--- config.mk ---
export PLATFORM = sky130hd
export DESIGN_NAME = active_load_edge_counter
export DESIGN_NICKNAME = d
export VERILOG_FILES = /design/src/rtl/active_load_edge_counter.sv
export SDC_FILE = /design/constraint.sdc
export NUM_CORES = 1
export LEC_CHECK = 0
export BUFFER_PORTS_ARGS = -buffer_cell sky130_fd_sc_hd__buf_2
export CELL_PAD_IN_SITES_DETAIL_PLACEMENT = 0
export CELL_PAD_IN_SITES_GLOBAL_PLACEMENT = 2
export CORE_MARGIN = 2
export CORE_UTILIZATION = 32
export CTS_CLUSTER_SIZE = 20
export DETAILED_ROUTE_END_ITERATION = 10
export PLACE_DENSITY = 0.8
export SLEW_MARGIN = 20
export SYNTH_ARGS = -nofsm -noshare
export SYNTH_HDL_FRONTEND = slang
export SYNTH_SLANG_ARGS = --single-unit
--- constraint.sdc ---
create_clock -name wb_clk_i -period 2.4 [get_ports wb_clk_i]
set_input_delay 0.24 -clock wb_clk_i [delete_from_list [all_inputs] [get_ports wb_clk_i]]
set_output_delay 0.24 -clock wb_clk_i [all_outputs]
set_load 0.03 [all_outputs]
--- src/rtl/active_load_edge_counter.sv ---
// Synchronises the active-load inverter/XOR outputs and counts their rising edges
// over a programmable gate window, presenting results through a valid/ready handshake.
module active_load_edge_counter #(
   parameter int unsigned CNT_W       = 16,
   parameter int unsigned WIN_W       = 16,
   parameter int unsigned SYNC_STAGES = 2
) (
   input  logic             wb_clk_i,
   input  logic             wb_rst_i,
   input  logic             outpn,
   input  logic             outnn,
   input  logic             outxor,
   input  logic [WIN_W-1:0] cfg_window,
   input  logic             start,
   output logic             busy,
   output logic             result_valid,
   input  logic             result_ready,
   output logic [CNT_W-1:0] cnt_p,
   output logic [CNT_W-1:0] cnt_n,
   output logic [CNT_W-1:0] cnt_x,
   output logic             overflow,
   output logic             lvl_p,
   output logic             lvl_n,
   output logic             lvl_x
);

   typedef enum logic [1:0] {IDLE, COUNT, HOLD} state_t;

   state_t           state, state_nxt;
   logic [2:0]       sync_q [SYNC_STAGES];
   logic [2:0]       lvl, prev, rise;
   logic [CNT_W-1:0] cnt_q [3];
   logic [WIN_W-1:0] win;
   logic             ovf;
   logic             start_ok;

   // bit 0 = P side, bit 1 = N side, bit 2 = XOR
   assign lvl      = sync_q[SYNC_STAGES-1];
   assign rise     = lvl & ~prev;
   assign start_ok = (state == IDLE) && start;

   always_ff @(posedge wb_clk_i) begin
      if (wb_rst_i) begin
         for (int unsigned i = 0; i < SYNC_STAGES; i++) sync_q[i] <= '0;
         prev <= '0;
      end else begin
         sync_q[0] <= {outxor, outnn, outpn};
         for (int unsigned i = 1; i < SYNC_STAGES; i++) sync_q[i] <= sync_q[i-1];
         prev <= lvl;
      end
   end

   always_ff @(posedge wb_clk_i) begin
      if (wb_rst_i) begin
         state <= IDLE;
      end else begin
         state <= state_nxt;
      end
   end

   always_comb begin
      state_nxt = state;
      unique case (state)
         IDLE:    if (start) state_nxt = (cfg_window == '0) ? HOLD : COUNT;
         COUNT:   if (win == WIN_W'(1)) state_nxt = HOLD;
         HOLD:    if (result_ready) state_nxt = IDLE;
         default: state_nxt = IDLE;
      endcase
   end

   always_comb begin
      busy         = (state == COUNT);
      result_valid = (state == HOLD);
   end

   // Results persist through HOLD and IDLE; only an accepted start clears them.
   always_ff @(posedge wb_clk_i) begin
      if (wb_rst_i) begin
         for (int unsigned i = 0; i < 3; i++) cnt_q[i] <= '0;
         ovf <= 1'b0;
         win <= '0;
      end else if (start_ok) begin
         for (int unsigned i = 0; i < 3; i++) cnt_q[i] <= '0;
         ovf <= 1'b0;
         win <= cfg_window;
      end else if (state == COUNT) begin
         win <= win - WIN_W'(1);
         for (int unsigned i = 0; i < 3; i++) begin
            if (rise[i]) begin
               if (cnt_q[i] == '1) ovf <= 1'b1;
               else                cnt_q[i] <= cnt_q[i] + CNT_W'(1);
            end
         end
      end
   end

   assign cnt_p    = cnt_q[0];
   assign cnt_n    = cnt_q[1];
   assign cnt_x    = cnt_q[2];
   assign overflow = ovf;
   assign lvl_p    = lvl[0];
   assign lvl_n    = lvl[1];
   assign lvl_x    = lvl[2];

endmodule

; ---- Word-level counts from Yosys, hierarchy flattened
; Memory sizes are Yosys's and may differ from the RTL's.
; Cells that the tools add are included.
[totals]
ramBits = 54
latch_bits = 0
out_inout_bits = 54
mem_count = 2
register_bits = 22
rom_bits = 0
inputBits = 23
word_cells = 80
[memory_table]
columns = name, words, word_bits, read_ports, rd_ports_with_merged_regs, wr, line
row1 = cnt_q, 3, 16, 3, 0, 3, 32  ; logic [CNT_W-1:0] cnt_q [3];
row2 = sync_q, 2, 3, 2, 0, 2, 30  ; logic [2:0] sync_q [SYNC_STAGES];
[op_classes]
n_eq_ne = 9
n_reduce_logical = 6
n_shift = 0
magnitude_cmp = 0
n_addsub = 4
mul = 0
n_mux = 45
div = 0
n_bitwise = 10
[op_table]
columns = op, count
row1 = 16-bit two-way mux, 8
row2 = "16-bit by 1-bit adder with 16-bit output, second input constant", 3
row3 = "16-bit == test, second input constant", 3
row4 = 1-bit two-way mux, 30
row5 = "16-bit by 1-bit == test with 1-bit output, second input constant", 1
row6 = 16-bit zero test, 1
row7 = "16-bit by 1-bit subtractor with 16-bit output, second input constant", 1
row8 = 2-bit two-way mux, 4
row9 = 1-bit bitwise OR, 8
row10 = 3-bit two-way mux, 2
row11 = 2-bit case mux with 3 select lines, 1
row12 = "2-bit by 1-bit inequality test with 1-bit output, second input constant", 2
row13 = 3-bit AND, 1
row14 = 3-bit NOT, 1
row15 = 3-bit AND reduction, 1
row16 = "2-bit by 1-bit == test with 1-bit output, second input constant", 1
row17 = "2-bit == test, second input constant", 1
row18 = 2-bit zero test, 1
row19 = "2-bit inequality test, second input constant", 1
row20 = 2-bit nonzero test, 1
row21 = 2-bit OR reduction, 1
row22 = 1-bit logical AND, 1

; ---- Logic depth before layout (Yosys ltp)
; Gate-level depths: netlist (run 1).
[logic_depth]
depth_word = 8
ltp_mapped = 9
depth_no_buf = 6

; ---- Worst setup path after synthesis (run 1)
; OpenSTA, ideal clock, no wires.
[synth_path]
kind = flip-flop to flip-flop
from = mem cnt_q[0][0]
to = mem cnt_q[0][0] (enable)
path_slack_ns = -0.173
stages_incl_launch_ff = 8
setup_ns = 0.372
arrival_time_ns = 2.202
synth_period_minus_slack_ns = 2.573
path_cell_list = edfxtp_1 > ha_1 > nand3_1 > nor3_2 > a2111o_1 > buf_6 > buf_6 > nand2_1
[synth_lines]
columns = element, line
row1 = from (decl), 32

==> flow_metrics.py, run 1 <==
metrics = {
    "outcome": {
        "status": "finished, final reports clean",
    },
    "final_layout": {
        "instances_no_fill": 678,
        "stdcell_area_mm2": 0.005269,
        "drive_gt1_share_pct": 29.48,
        "register_area_mm2": 0.002002,
        "areaGrowthSynthToFinish_pct": 21.11,
        "multi_input_area_mm2": 0.002136,
        "nNetsFinal": 525,
        "fin_util_pct": 39.79,
        "diodes": 0,
        "fillCellCount": 1359,
    },
    "sta": {
        "tightest_slew_ps": 902.4,
        "fmax_mhz": 456.7,
        "hold_viol": 0,
        "final-setup-viol-count": 0,
        "setup_tns_ps": 0,
        "skew_ps": 8.924,
        "period_share_pct": 91.23,
        "relSlewSlack_pct": 39.72,
        "drv_slew": 0,
        "setup_ws_ps": 210.4,
        "period_minus_slack_ps": 2190,
        "rsz0062_at_grt": "no",
    },
    "place": {
        "dp.cells": 662,
        "routabilityCongestion": 0.8167,
        "place_ws_ps": 225.0,
        "io_buffers": 76,
        "placed_area_mm2": 0.004946,
        "dp_hpwl_um": 7741,
    },
    "yosys": {
        "synth_most_common_cell": "edfxtp_1",
        "yosysTopAreaCell": "edfxtp_1",
        "yosysSeqAreaShare_pct": 46.02,
        "syn-cell-area_mm2": 0.004350,
        "synth_top_area_share_pct": 33.13,
        "synth_area_leaders": "edfxtp_1, dfxtp_1, a31oi_2",
        "avgSynthCellArea_um2": 10.46,
        "netlist-cell-type-count": 58,
        "synth_nets": 444,
        "yosys-top-cells-count": "edfxtp_1, a31oi_1, dfxtp_1, xnor2_1, nand2_1",
        "synth_cells": 416,
        "yosysWarnings": 0,
        "synthArstFlopShare_pct": 0,
        "synth-edff-count": 48,
        "synth_ff_type": "edfxtp_1",
        "ys_ff_latch": 76,
    },
    "route": {
        "final_antenna_net_count": 0,
        "vias": 3701,
        "drtIter0Drc": 266,
        "wl_um": 11160,
        "drcViolationCount": 0,
        "wl_per_cell_um": 16.45,
        "routed_via_density": 5.459,
        "dr.pass1.iters": 5,
    },
    "cts": {
        "clkSinkCount": 76,
        "clk_path_buf_depth": 2,
        "cts_resized": 0,
        "clk_latency_ps": 350,
        "postCtsSetupBuffers": 0,
        "cts_made_buffers": 9,
        "postCtsHoldBufs": 0,
        "cts_tree": "done",
        "clk_pin_slew_ps": 60,
        "h-tree-depth": 3,
        "cts_root_buf": "clkbuf_16",
    },
    "setup_path": {
        "critical_path.startpoint_type": "flop",
        "r2r_setup_slack_ps": 210,
        "worstPathRequired_ps": 2470,
        "worstRegToRegCells": 6,
        "arrival_ps": 2260,
        "cp-end-kind": "flop",
        "cp_max_fo": 38,
        "criticalPathCategory": "flop to flop",
        "r2r-end": "cnt_q[0][43]$_SDFFCE_PN0P_",
        "r2r_start": "cnt_q[0][0]$_SDFFCE_PN0P_",
    },
    "worst_hold_path": {
        "min_path_type": "primary input to flop",
        "worst_hold_path.num_cells": 2,
        "hp-start": "outnn",
        "holdPathEnd": "sync_q[0][1]$_SDFF_PP0_",
    },
    "floorplanning": {
        "die_w_um": 120.6,
        "core_area_mm2": 0.01324,
        "dieArea_mm2": 0.01454,
        "die_height_um": 120.6,
        "ios": 77,
        "start_util_pct": 32.85,
        "rows": 42,
    },
    "power": {
        "ir_drop_mv": 0.3021,
        "power_density_mw_per_mm2": 737.7,
        "leakagePower_nw": 1.861,
    },
    "global_routing": {
        "grt-ovfl-total": 0,
        "grt_pass1_wl_um": 17710,
        "antenna_found_initial": 0,
        "grt_use_total_pct": 15.49,
        "grt_pass1_vias": 3430,
        "grt_max_degree": 39,
    },
    "job": {
        "cap_violations": 0,
    },
}
==> layout by cell type, fill, tap and decap left out, types with 4 or more instances in the layout <==
master / n
edfxtp_1: 48
xor2_1: 12
a21oi_1: 14
and4_1: 5
a31oi_1: 29
nor2_1: 20
or4_1: 6
a31oi_2: 19
a22oi_1: 4
and3_1: 8
nor2b_1: 8
nand3_1: 19
nand2_1: 18
or3_1: 5
buf_4: 19
clkbuf_16: 9
a32oi_1: 6
nand2b_1: 4
nor4_1: 14
inv_1: 16
o21ai_0: 11
nand4_1: 14
dfxtp_1: 28
ha_1: 5
buf_2: 76
xnor2_1: 25
nor3_1: 7
==> registers in the layout (all words and copies together), names as in the netlist <==
register,count
cnt_q,48
sync_q,6
prev,3
state,2
overflow,1
win,16
==> layout make-up <==
class                           count  area share [%]
Clock buffer                        9           4.275
Clock inverter                      7           1.852
Inverter                           17           1.235
Multi-Input combinational cell    298           40.54
Sequential cell                    76           38.00
Tap cell                          176           4.180
Timing Repair Buffer               95           9.926
==> critical path, stage by stage (launching register included) <==
cell and delay [ps]:
edfxtp_1 430, ha_1 210, nand3_1 130, nor3_2 310, a2111o_2 220, buf_4 420
a32oi_1 180
==> where the power goes <==
| part | internal, mW | total, mW | switching [mW] |
|---|---|---|---|
| Clock | 0.916 | 1.49 | 0.573 |
| Combinational | 0.258 | 0.738 | 0.480 |
| Sequential | 1.52 | 1.66 | 0.144 |
==> per-stage QoR <==
step                      hold slack [ps]  power [mW]
final                               102.9       3.887
after global routing                114.6       4.058
after floorplan                     368.2       2.184
after global placement              416.0       2.418
after detailed placement            421.2       2.426
after CTS                           89.03       3.933
==> routing by layer <==
layer	routed length [um]	vias to the layer above	GRT usage, %	share of wire [%]
met5	0	-	0	0
met4	174	0	5.887	1.6
met3	633	17	2.877	5.7
met2	5152	115	24.86	46
met1	5195	1773	20.76	47
li1	-	1796	-	-
==> cell families after synthesis <==
| family | Yosys count | share of synthesized area, % |
|---|---|---|
| AO/OA/AOI/OAI | 109 | 19.76 |
| buffers and inverters | 42 | 5.119 |
| flip-flops | 76 | 46.02 |
| adder cells (fa/ha/maj) | 5 | 1.438 |
| XOR/XNOR | 37 | 7.449 |
| AND/OR/NAND/NOR | 147 | 20.22 |
==> how the worst max path moves through the flow <==
stage                               startpoint                    endpoint  cells after the start
finish               cnt_q[0][0]$_SDFFCE_PN0P_  cnt_q[0][43]$_SDFFCE_PN0P_                      6
global route        cnt_q[0][17]$_SDFFCE_PN0P_  cnt_q[0][43]$_SDFFCE_PN0P_                      6
CTS                  cnt_q[0][0]$_SDFFCE_PN0P_  cnt_q[0][43]$_SDFFCE_PN0P_                      6
detailed placement   cnt_q[0][0]$_SDFFCE_PN0P_  cnt_q[0][46]$_SDFFCE_PN0P_                      6
global placement    cnt_q[0][17]$_SDFFCE_PN0P_  cnt_q[0][15]$_SDFFCE_PN0P_                      6
floorplan            cnt_q[0][0]$_SDFFCE_PN0P_   cnt_q[0][0]$_SDFFCE_PN0P_                      7
Power figures use the tool's default switching activity.
==> run 2, diff against run 1 <==
--- a/config.mk
+++ b/config.mk
@@ -5,14 +5,15 @@
 export SDC_FILE = /design/constraint.sdc
 export NUM_CORES = 1
 export LEC_CHECK = 0
+export ABC_AREA = 1
 export BUFFER_PORTS_ARGS = -buffer_cell sky130_fd_sc_hd__buf_2
 export CELL_PAD_IN_SITES_DETAIL_PLACEMENT = 0
 export CELL_PAD_IN_SITES_GLOBAL_PLACEMENT = 2
 export CORE_MARGIN = 2
-export CORE_UTILIZATION = 32
+export CORE_UTILIZATION = 29
 export CTS_CLUSTER_SIZE = 20
 export DETAILED_ROUTE_END_ITERATION = 10
-export PLACE_DENSITY = 0.8
+export PLACE_DENSITY = 0.79
 export SLEW_MARGIN = 20
 export SYNTH_ARGS = -nofsm -noshare
 export SYNTH_HDL_FRONTEND = slang
==> run 2 against run 1 <==
Effect of this change: clock-buffer cell count up 1; first-iteration DRC count is 36% lower; worst hold slack worse by 1.2 ps; clock power decreased by 18%; power shrank 0.26%; via count fell by 4.5%; die area is 6.7% higher; register-to-register slack improved by 80 ps; highest routed layer unchanged; synthesized cell count is 24% higher; largest power group unchanged; combinational power increased by 29%; sequential cell count stayed put; setup slack gained 79 ps.
==> flow_metrics.py, run 2 <==
metrics = {
    "outcome": {
        "status": "finished, final reports clean",
    },
    "cts": {
        "clk_latency_ps": 340,
        "clkSinkCount": 76,
        "postCtsHoldBufs": 0,
        "cts_resized": 0,
        "cts_tree": "done",
        "clk_path_buf_depth": 2,
        "cts_root_buf": "clkbuf_16",
        "h-tree-depth": 3,
        "clk_pin_slew_ps": 60,
        "cts_made_buffers": 9,
        "postCtsSetupBuffers": 0,
    },
    "power": {
        "leakagePower_nw": 2.221,
        "power_density_mw_per_mm2": 762.1,
        "ir_drop_mv": 0.2986,
    },
    "route": {
        "drtIter0Drc": 169,
        "routed_via_density": 4.466,
        "drcViolationCount": 0,
        "vias": 3533,
        "dr.pass1.iters": 4,
        "wl_per_cell_um": 12.60,
        "wl_um": 9969,
        "final_antenna_net_count": 0,
    },
    "yosys": {
        "yosysTopAreaCell": "edfxtp_1",
        "syn-cell-area_mm2": 0.004214,
        "yosysSeqAreaShare_pct": 47.51,
        "synth_most_common_cell": "nor2_1",
        "synth_area_leaders": "edfxtp_1, dfxtp_1, nor2_1",
        "avgSynthCellArea_um2": 8.151,
        "synth-edff-count": 48,
        "synthArstFlopShare_pct": 0,
        "yosys-top-cells-count": "nor2_1, nand2_1, inv_1, edfxtp_1, nand3_1",
        "synth_top_area_share_pct": 34.20,
        "ys_ff_latch": 76,
        "synth_ff_type": "edfxtp_1",
        "netlist-cell-type-count": 30,
        "yosysWarnings": 0,
        "synth_cells": 517,
        "synth_nets": 545,
    },
    "worst_hold_path": {
        "holdPathEnd": "sync_q[0][2]$_SDFF_PP0_",
        "worst_hold_path.num_cells": 3,
        "min_path_type": "primary input to flop",
        "hp-start": "outxor",
    },
    "place": {
        "io_buffers": 76,
        "routabilityCongestion": 0.7615,
        "dp_hpwl_um": 7382,
        "placed_area_mm2": 0.004827,
    },
    "floorplanning": {
        "core_area_mm2": 0.01437,
        "ios": 77,
        "start_util_pct": 29.33,
        "dieArea_mm2": 0.01551,
        "rows": 44,
        "die_height_um": 124.5,
        "die_w_um": 124.5,
    },
    "global_routing": {
        "antenna_found_initial": 0,
        "grt-ovfl-total": 0,
        "grt_use_total_pct": 13.28,
        "grt_pass1_wl_um": 16570,
        "grt_pass1_vias": 3360,
        "grt_max_degree": 33,
    },
    "sta": {
        "drv_slew": 0,
        "setup_tns_ps": 0,
        "tightest_slew_ps": 470.7,
        "relSlewSlack_pct": 68.33,
        "period_minus_slack_ps": 2111,
        "skew_ps": 9.805,
        "period_share_pct": 87.95,
        "fmax_mhz": 473.7,
        "rsz0062_at_grt": "no",
        "holdWs_ps": 101.7,
        "hold_viol": 0,
        "final-setup-viol-count": 0,
    },
    "final_layout": {
        "nNetsFinal": 630,
        "final_common_cell": "nor2_1",
        "mostFrequentLayoutCells": "nor2_1, nand2_1, inv_1, buf_2, edfxtp_1",
        "top_register": "cnt_q",
        "fillCellCount": 1540,
        "drive_gt1_share_pct": 20.92,
        "stdcell_area_mm2": 0.005087,
        "largest_reg_flops": 48,
        "areaGrowthSynthToFinish_pct": 20.72,
        "fin_util_pct": 35.41,
        "top_regs": "cnt_q x48, win x16, sync_q x6",
        "diodes": 0,
    },
    "setup_path": {
        "r2r_setup_slack_ps": 290,
        "critical_path.startpoint_type": "flop",
        "r2r-end": "cnt_q[0][9]$_SDFFCE_PN0P_",
        "cp_max_fo": 16,
        "cp-end-kind": "flop",
        "r2r_start": "cnt_q[0][0]$_SDFFCE_PN0P_",
        "worstRegToRegCells": 8,
        "arrival_ps": 2150,
        "worstPathRequired_ps": 2440,
        "criticalPathCategory": "flop to flop",
    },
    "job": {
        "cap_violations": 0,
    },
}
run 2: worst max-delay path by stage:
stage / startpoint / to / slack, ps / depth (start not counted)
after floorplan: cnt_q[0][0]$_SDFFCE_PN0P_ / cnt_q[0][0]$_SDFFCE_PN0P_ / 250 / 8
after global placement: cnt_q[0][0]$_SDFFCE_PN0P_ / cnt_q[0][5]$_SDFFCE_PN0P_ / 350 / 8
after detailed placement: cnt_q[0][0]$_SDFFCE_PN0P_ / cnt_q[0][7]$_SDFFCE_PN0P_ / 270 / 8
after CTS: cnt_q[0][0]$_SDFFCE_PN0P_ / cnt_q[0][9]$_SDFFCE_PN0P_ / 260 / 8
after global routing: cnt_q[0][0]$_SDFFCE_PN0P_ / cnt_q[0][2]$_SDFFCE_PN0P_ / 110 / 8
final: cnt_q[0][0]$_SDFFCE_PN0P_ / cnt_q[0][9]$_SDFFCE_PN0P_ / 290 / 8
run 2: logic make-up after synthesis:
| family | count (synthesis) | synth area share [%] |
|---|---|---|
| buffers and inverters | 90 | 8.699 |
| flip-flops | 76 | 47.51 |
| AO/OA/AOI/OAI | 34 | 4.513 |
| AND/OR/NAND/NOR | 268 | 28.65 |
| adder cells (fa/ha/maj) | 5 | 1.485 |
| XOR/XNOR | 44 | 9.145 |
run 2: critical path: stages (launching register included):
cell and delay, ps:
edfxtp_1 420, ha_1 250, nand3_2 110, nor2_2 150, nand2_2 90, nor2_2 120, nand2_1 70, and3_4 160
or2_2 440
run 2: through the flow:
stage / instances / power, mW / worst slack, ps
2_1_floorplan: 517 / 2.398 / 247.0
3_3_place_gp: 775 / 2.685 / 351.4
3_5_place_dp: 775 / 2.694 / 273.5
4_1_cts: 791 / 3.935 / 255.2
5_1_grt: 791 / 4.113 / 110.0
6_report: 791 / 3.877 / 289.1
run 2: final cells by class:
| cell class | count | area (um2) | share of cell area (%) |
|---|---|---|---|
| Clock inverter | 6 | 31.28 | 0.6149 |
| Multi-Input combinational cell | 351 | 1846 | 36.28 |
| Timing Repair Buffer | 83 | 445.4 | 8.756 |
| Tap cell | 184 | 230.2 | 4.525 |
| Clock buffer | 10 | 229.0 | 4.501 |
| Inverter | 81 | 304.0 | 5.976 |
| Sequential cell | 76 | 2002 | 39.35 |
run 2: where the power goes:
group / switching (mW) / total, mW / internal, mW / leakage (nW)
combinational: 0.651 / 0.950 / 0.299 / 1.34
clock: 0.531 / 1.22 / 0.689 / 0.131
sequential: 0.156 / 1.71 / 1.55 / 0.751
run 2: per-layer routing:
metal	track usage (%)	part of all wire, %	vias up
met1	17.80	49	1628
met3	2.835	4.2	11
met4	5.948	1.8	0
met2	20.60	45	70
met5	0	0	-
li1	-	-	1824
